<file path="src/rtl/riscv_pkg.sv">
// rtl/riscv_pkg.sv - shared funct3 encodings and LSU state type
package riscv_pkg;

  localparam logic [2:0] F3_B  = 3'b000;
  localparam logic [2:0] F3_H  = 3'b001;
  localparam logic [2:0] F3_W  = 3'b010;
  localparam logic [2:0] F3_BU = 3'b100;
  localparam logic [2:0] F3_HU = 3'b101;

  typedef enum logic {
    IDLE,
    WAIT_RSP
  } lsu_state_t;

endpackage

</file>
<file path="src/rtl/lsu_load_align.sv">
// rtl/lsu_load_align.sv - selects the addressed byte/half of a load word and extends it
module lsu_load_align
  import riscv_pkg::*;
#(
  parameter int WIDTH = 32
) (
  input  logic [WIDTH-1:0] rdata,
  input  logic [1:0]       offset,
  input  logic [2:0]       funct3,
  output logic [WIDTH-1:0] data_out
);

  logic [7:0]  byte_sel;
  logic [15:0] half_sel;

  assign byte_sel = rdata[8*offset +: 8];
  assign half_sel = rdata[16*offset[1] +: 16];

  // Any funct3 that is not a byte or half encoding returns the full word.
  always_comb begin
    data_out = rdata;
    case (funct3)
      F3_B:    data_out = {{(WIDTH-8){byte_sel[7]}}, byte_sel};
      F3_H:    data_out = {{(WIDTH-16){half_sel[15]}}, half_sel};
      F3_BU:   data_out = {{(WIDTH-8){1'b0}}, byte_sel};
      F3_HU:   data_out = {{(WIDTH-16){1'b0}}, half_sel};
      F3_W:    data_out = rdata;
      default: data_out = rdata;
    endcase
  end

endmodule

</file>
<file path="src/rtl/mem_stage_lsu.sv">
// rtl/mem_stage_lsu.sv - memory-stage load/store unit with req/gnt/rvalid bus and MEM/WB register
module mem_stage_lsu
  import riscv_pkg::*;
#(
  parameter int WIDTH = 32
) (
  input  logic             clk,
  input  logic             rst,
  input  logic [WIDTH-1:0] alu_out_exmem,
  input  logic [WIDTH-1:0] store_data_exmem,
  input  logic [4:0]       rd_exmem,
  input  logic [2:0]       funct3_exmem,
  input  logic             reg_write_exmem,
  input  logic             mem_read_exmem,
  input  logic             mem_write_exmem,
  input  logic             mem_to_reg_exmem,
  output logic             stall_mem,
  output logic             dmem_req,
  output logic             dmem_we,
  output logic [WIDTH-1:0] dmem_addr,
  output logic [3:0]       dmem_be,
  output logic [WIDTH-1:0] dmem_wdata,
  input  logic             dmem_gnt,
  input  logic             dmem_rvalid,
  input  logic [WIDTH-1:0] dmem_rdata,
  output logic [WIDTH-1:0] wb_data_memwb,
  output logic [4:0]       rd_memwb,
  output logic             reg_write_memwb,
  output logic             misaligned_memwb
);

  lsu_state_t       state_q, state_d;
  logic [1:0]       off;
  logic             is_mem, is_half, is_word, misaligned;
  logic             wb_en, wb_sel_mem, mis_d;
  logic [WIDTH-1:0] load_ext;

  assign off        = alu_out_exmem[1:0];
  assign is_mem     = mem_read_exmem | mem_write_exmem;
  assign is_half    = (funct3_exmem[1:0] == 2'b01);
  assign is_word    = funct3_exmem[1];
  assign misaligned = is_mem & ((is_half & off[0]) | (is_word & (|off)));

  // A set mem_write wins, so read+write together behaves as a store.
  assign dmem_we   = mem_write_exmem;
  assign dmem_addr = {alu_out_exmem[WIDTH-1:2], 2'b00};

  always_comb begin
    dmem_be    = 4'b1111;
    dmem_wdata = store_data_exmem;
    if (!funct3_exmem[1]) begin
      if (funct3_exmem[0]) begin
        dmem_be    = 4'b0011 << off;
        dmem_wdata = {2{store_data_exmem[15:0]}};
      end else begin
        dmem_be    = 4'b0001 << off;
        dmem_wdata = {4{store_data_exmem[7:0]}};
      end
    end
  end

  lsu_load_align #(.WIDTH(WIDTH)) u_load_align (
    .rdata    (dmem_rdata),
    .offset   (off),
    .funct3   (funct3_exmem),
    .data_out (load_ext)
  );

  always_comb begin
    state_d    = state_q;
    dmem_req   = 1'b0;
    stall_mem  = 1'b0;
    wb_en      = 1'b0;
    wb_sel_mem = 1'b0;
    mis_d      = 1'b0;
    unique case (state_q)
      IDLE: begin
        if (!is_mem) begin
          wb_en = 1'b1;
        end else if (misaligned) begin
          mis_d = 1'b1;
        end else begin
          dmem_req = 1'b1;
          if (!dmem_gnt) begin
            stall_mem = 1'b1;
          end else if (!mem_write_exmem) begin
            state_d   = WAIT_RSP;
            stall_mem = 1'b1;
          end
        end
      end
      WAIT_RSP: begin
        if (dmem_rvalid) begin
          wb_en      = 1'b1;
          wb_sel_mem = mem_to_reg_exmem;
          state_d    = IDLE;
        end else begin
          stall_mem = 1'b1;
        end
      end
      default: state_d = IDLE;
    endcase
    // Upstream must not see a stall or a request while held in reset.
    if (rst) begin
      dmem_req  = 1'b0;
      stall_mem = 1'b0;
    end
  end

  always_ff @(posedge clk or posedge rst) begin
    if (rst) begin
      state_q          <= IDLE;
      wb_data_memwb    <= '0;
      rd_memwb         <= '0;
      reg_write_memwb  <= 1'b0;
      misaligned_memwb <= 1'b0;
    end else begin
      state_q          <= state_d;
      misaligned_memwb <= mis_d;
      if (wb_en) begin
        wb_data_memwb   <= wb_sel_mem ? load_ext : alu_out_exmem;
        rd_memwb        <= rd_exmem;
        reg_write_memwb <= reg_write_exmem;
      end else begin
        wb_data_memwb   <= '0;
        rd_memwb        <= '0;
        reg_write_memwb <= 1'b0;
      end
    end
  end

endmodule

</file>
<file path="config.mk">
export PLATFORM = sky130hd
export DESIGN_NAME = mem_stage_lsu
export DESIGN_NICKNAME = d
export VERILOG_FILES = /design/src/rtl/riscv_pkg.sv /design/src/rtl/lsu_load_align.sv /design/src/rtl/mem_stage_lsu.sv
export SDC_FILE = /design/constraint.sdc
export NUM_CORES = 1
export LEC_CHECK = 0
export ABC_CLOCK_PERIOD_IN_PS = 1800
export BUFFER_PORTS_ARGS = -buffer_cell sky130_fd_sc_hd__buf_2
export CAP_MARGIN = 10
export CORE_MARGIN = 5
export CORE_UTILIZATION = 41
export CTS_CLUSTER_DIAMETER = 30
export DETAILED_ROUTE_END_ITERATION = 16
export HOLD_SLACK_MARGIN = 0.06
export PLACE_DENSITY = 0.89
export SLEW_MARGIN = 20
export SYNTH_ARGS = -nofsm -noshare
export SYNTH_HDL_FRONTEND = slang
export SYNTH_SLANG_ARGS = --single-unit
</file>
<file path="constraint.sdc">
create_clock -name clk -period 1.8 [get_ports clk]
set_clock_uncertainty 0.1 [all_clocks]
set_input_delay 0 -clock clk [delete_from_list [all_inputs] [get_ports clk]]
set_output_delay 0 -clock clk [all_outputs]
set_load 0.01 [all_outputs]
</file>
## After elaboration in Yosys (flattened, before gate mapping)

Cells that the tools add are included.

- Flip-flop bits (word level): 40

- Shift operators: 4
- Equality and inequality tests: 4
- Muxes and demuxes: 32
- Bitwise gates (word level): 6
- Reduce and logical (&&, ||, !) cells: 2

Operators with widths:

| cell | count |
|---|---|
| two-way mux 32 bit | 4 |
| case mux 32 bit (4 select lines) | 1 |
| variable part select 32 x 6 -> 16 bit | 1 |
| variable part select 32 x 6 -> 8 bit | 1 |
| two-way mux 1 bit | 21 |
| two-way mux 4 bit | 2 |
| equality test 3 bit (second input constant) | 2 |
| case mux 1 bit (2 select lines) | 3 |
| two-way mux 5 bit | 1 |
| left shift 1 x 2 -> 4 bit (first input constant) | 1 |
| left shift 2 x 2 -> 4 bit (first input constant) | 1 |
| bitwise AND 1 bit | 3 |
| equality test 3 x 1 -> 1 bit (second input constant) | 1 |
| zero test 3 bit | 1 |
| equality test 2 x 1 -> 1 bit (second input constant) | 1 |
| bitwise OR 1 bit | 2 |
| OR reduction 2 bit | 1 |
| inverter 1 bit | 1 |

## Depth between registers and ports, before layout

- Word-level depth: 8
- Depth in mapped cells: 7
- Mapped depth without buffers: 4

## Cells and area by module

Synthesis repeated with hierarchy kept, for this count alone.

- Cell total of the unflattened synthesis: 384
- Area, all modules: 3211.8 um^2

Modules (own cells, without submodules):

| module | instances | cells an instance | area an instance (um^2) |
|---|---|---|---|
| mem_stage_lsu | 1 | 266 | 2417.3 |
| lsu_load_align | 1 | 118 | 794.5 |

## Least setup slack after synthesis

No wires, ideal clock.

- Kind: register to register
- From: reg state_q
- To: reg wb_data_memwb[21]
- Library setup time: 0.126 ns
- Clock period less this slack: 1.623 ns
- Arrival time: 1.397 ns
- Stages on the path, launching flop included: 6
- Data required time: 1.574 ns
- Setup slack: 0.177 ns
- Cell sequence: dfrtp_1 and3_1 and2_1 buf_1 buf_2 a221o_1

- Cells in the longest elaborated chain, start to end: 3

RTL lines:

| what | line | source |
|---|---|---|
| from (decl) | mem_stage_lsu.sv:32 | `lsu_state_t state_q, state_d;` |
| from (signal assigned) | mem_stage_lsu.sv:118 | `state_q <= state_d;` |
| inverter 1 bit or two-way mux 1 bit (tied branches) | - |  |
| case mux 1 bit (2 select lines) or two-way mux 32 bit (tied branches) | mem_stage_lsu.sv:76, mem_stage_lsu.sv:121 |  |
| two-way mux 32 bit (*) | mem_stage_lsu.sv:120 | `if (wb_en) begin` |
| to (signal assigned) | mem_stage_lsu.sv:121 | `wb_data_memwb <= wb_sel_mem ? load_ext : alu_out_exmem;` |
| to (decl) | mem_stage_lsu.sv:26 | `output logic [WIDTH-1:0] wb_data_memwb,` |

Every way passes the cells marked *; elsewhere a longest branch is shown, timed or not.

## Worst setup path after layout

- From: reg state_q
- To: reg wb_data_memwb[27]

The elaborated chain is that of the path after synthesis.

==> results <==
- For this block, the routed nets add up to 11,900 um of wire.
- Max-cap violations in this run came to 0.
- Entering global routing, the biggest net connects 41 pins.
- The die is 93.9 um wide.
- The type of origin of the critical path is a flop.
- The detail route stage leaves a number of antenna-violating nets equal to 0.
- The number of failing hold endpoints at the final stage was 0.
- The initial antenna violation count is 0.
- The area of all placed cells without fillers is 4610 um2.
- The number of cells in the design after placement is 570.
- The via count of the first global-routing pass is 3,555.
- The launch point of the worst reg-to-reg path is state_q.
- The most area-hungry cell type in the Yosys netlist is sky130_fd_sc_hd__dfrtp_1.
- The final cycle utilization of the critical path is 95.8%.
- The H-tree depth is 2.
- The post-detailed-route wirelength per cell is approximately 18 um.
- The cell area that synthesis handed to floorplanning was about 2900 um2.
- The routed layout has 3,465 vias.
- The area growth from synthesis to layout is 59.8%.
- The top cell types in the final layout, fill and taps aside, are 219 x sky130_fd_sc_hd__buf_2, 74 x sky130_fd_sc_hd__dlygate4sd3_1, 40 x sky130_fd_sc_hd__dfrtp_1.
- The die area is 8810 um2.
- In this run the post-CTS setup repair buffer count came out at 0.
- The number of vias per cell after detailed routing is 5.31.
- Setup repair after global routing left no endpoint under its margin.
- The number of search-and-repair iterations in the first detailed-routing pass is 4.
- ~220 I/O pins were placed.
- The flow ran to the end, and the final reports show no timing, DRC or antenna violations.
- The maximum clock frequency is 0.580 GHz.
- After synthesis, the largest area contributor takes up 34.7% of total cell area.
- Clock-pin slew was measured on the worst setup and hold paths at 0.08 ns.
- The starting DRC count in detailed routing is 210.
- The endpoint identified for the worst register-to-register timing path is wb_data_memwb[27].
- The power density relative to cell area is 592 nW/um2.
- TritonCTS built the clock tree.
- The region available for standard cell placement spans 6830 um2.
- Setup violations remaining at the end of the flow were counted as 0.
- During synthesis, Yosys emitted a total of 0 warnings.
- The cell count after synthesis is between 300 and 400.
- Once placement finished, the instance area stood at 3730 um2.
- The TritonCTS buffer count is 5.
- The max-slew violation total from the final report came to 0.
- STA puts the critical path data required time at 1.87 ns.
- Summing the sequential cell areas from Yosys gives between 30% and 40% of the chip area.
- In this run the worst path has a maximum fanout of 16.
- Subtracting the final worst setup slack from the clock period gives 1.72 ns.
- In the final design database the tool counted 667 nets.
- Once layout is complete, the cells apart from fillers number 653.
- The worst-case IR drop observed on VDD is 0.337 mV.
- Sorting the synthesized cells by area gives the leading types as sky130_fd_sc_hd__dfrtp_1 35%, sky130_fd_sc_hd__buf_4 11%, sky130_fd_sc_hd__mux2_2 7.0%, sky130_fd_sc_hd__a221o_1 5.6%, sky130_fd_sc_hd__mux2i_1 5.6%.
- After floorplanning, the core was divided into 30 placement rows.
- The tightest hold margin is approximately 0.11 ns.
- The most common cell after layout, fill and taps aside is sky130_fd_sc_hd__buf_2.
- The distinct cell type count of the synthesized netlist is 46.
- The starting utilization of the core area is 42.2%.
- Counting along the longest clock path gives a buffer depth of 2.
- The first global-routing pass estimated 17,900 um of wire.
- The startpoint-to-endpoint class of the critical path is flop to flop.
- The number of remaining DRC errors is 0.
- Setup total negative slack on the finished layout was measured at 0 ns.
- In this run the mean area of a mapped cell was between 9 and 10 um2.
- The leakage power is 2.39 nW.
- The termination of the worst setup path is wb_data_memwb[27].
- The path type of the worst min-delay path is primary input to flop.
- Port buffering added 219 buffers.
- Clock latency on the worst-skew pair, taken at its later pin, is 0.29 ns.
- The post-route netlist has 46.8% of its cells at a drive strength greater than 1.
- The synthesis-stage register bit count is 40.
- The total power is 2.73 mW.
- The clock drives 40 sinks.
- The slew at the pin with the worst max-slew slack is roughly 0.74 ns.
- The floorplan step set the die height to 93.9 um.
- Global routing used about a quarter of the available tracks across all layers.
- Tracing the worst setup path back leads to its startpoint at state_q.
- Detailed placement finished with a half-perimeter wire length of roughly 8800 um.
- In this run the tightest slew margin relative to its limit is about half.
- After global routing the overflow that remains totals 0.
- The buffer cell driving the clock tree root is sky130_fd_sc_hd__clkbuf_8.
- The category of the worst setup path capture point is a flop.
- Routability-driven placement finished with a final weighted congestion of 0.878.
- The cell count of the worst reg-to-reg path is 3.
- The worst-case register-to-register setup slack is ~0.076 ns.
- The signal arrival time at the worst endpoint is 1.80 ns.
[sequential cells by signal, summed over array words and instances, names as in the netlist]
signal	cells
misaligned_memwb	1
wb_data_memwb	32
reg_write_memwb	1
rd_memwb	5
state_q	1
[synthesized netlist by cell type, drive strengths merged]
cell type   n
buf        59
dfrtp      40
nand3b      6
a32oi       6
o221ai      4
nand2b      6
nand2      26
and3        1
or2         2
o21bai      2
clkbuf      5
a22o        1
inv        10
a31oi       8
nor2b       1
or3b        1
a21oi      13
o22ai       2
nand4       4
a221o      16
a311oi      1
and2        8
mux2i      16
nor3b       6
nor2       11
nor4        1
o32a        1
o21ai      13
or3         2
a21o        2
o211ai      4
nand3       6
o311ai      5
mux4        1
mux2       18
o31ai       1
conb        1
and3b       1
[cell families (layout without fill, tap and decap cells)]
kind of cell           count (synthesis)  after routing  share of synthesized area (%)
AO/OA/AOI/OAI                         79             79                           20.6
buffers and inverters                 74            317                           16.0
flip-flops                            40             40                           34.7
multiplexers                          35             35                           13.4
other                                  1              4                          0.130
AND/OR/NAND/NOR                       82             82                           15.2
[how the worst min path moves through the flow]
stage | from | end | slack, ns | depth (start not counted)
2_1_floorplan | rst | stall_mem | -0.06 | 1
3_3_place_gp | rst | state_q | 0.05 | 3
3_5_place_dp | rst | state_q | 0.06 | 3
4_1_cts | dmem_rdata[2] | wb_data_memwb[2] | 0.08 | 3
5_1_grt | dmem_rdata[2] | wb_data_memwb[2] | 0.07 | 3
6_report | funct3_exmem[0] | wb_data_memwb[14] | 0.11 | 3
[critical path, stage by stage (launching register included)]
cell and delay [ns]:
sky130_fd_sc_hd__dfrtp_1 0.44, sky130_fd_sc_hd__and3_1 0.26, sky130_fd_sc_hd__and2_1 0.37, sky130_fd_sc_hd__a221o_1 0.44
[per-layer routing]
layer | wire, um | vias up | track usage, %
met5 | 0 | - | 0
met4 | 293 | 0 | 7.94
met3 | 1240 | 29 | 6.33
met2 | 6350 | 243 | 48.9
met1 | 4050 | 1611 | 27.8
li1 | - | 1582 | -
[layout make-up]
cell class / count / area [um2]
clock buffer: 5 / 68.8
sequential: 40 / 1000
clock inverter: 2 / 60.1
antenna: 2 / 5.00
timing repair buffer: 300 / 1890
fill: 553 / 2220
inverter: 10 / 37.5
multi-input combinational: 198 / 1430
tap: 96 / 120
[timing repair]
item / in CTS / in global routing
hold endpoints to repair: 80 / 0
hold buffers: 74 / 0
endpoints found under the setup margin: 0 / 1
gates resized for setup: 0 / 1
[where the power goes]
part | internal, mW | switching (mW)
registers | 0.958 | 0.0169
logic | 0.440 | 0.460
clock network | 0.546 | 0.307
[through the flow]
stage | utilization, % | setup WS (ns)
finish | 67.5 | 0.0763
global route | 67.4 | 0.0122
CTS | 67.4 | 0.0847
detailed placement | 54.6 | 0.114
global placement | 54.6 | 0.195
floorplan | - | 0.177
Power figures use the tool's default switching activity.
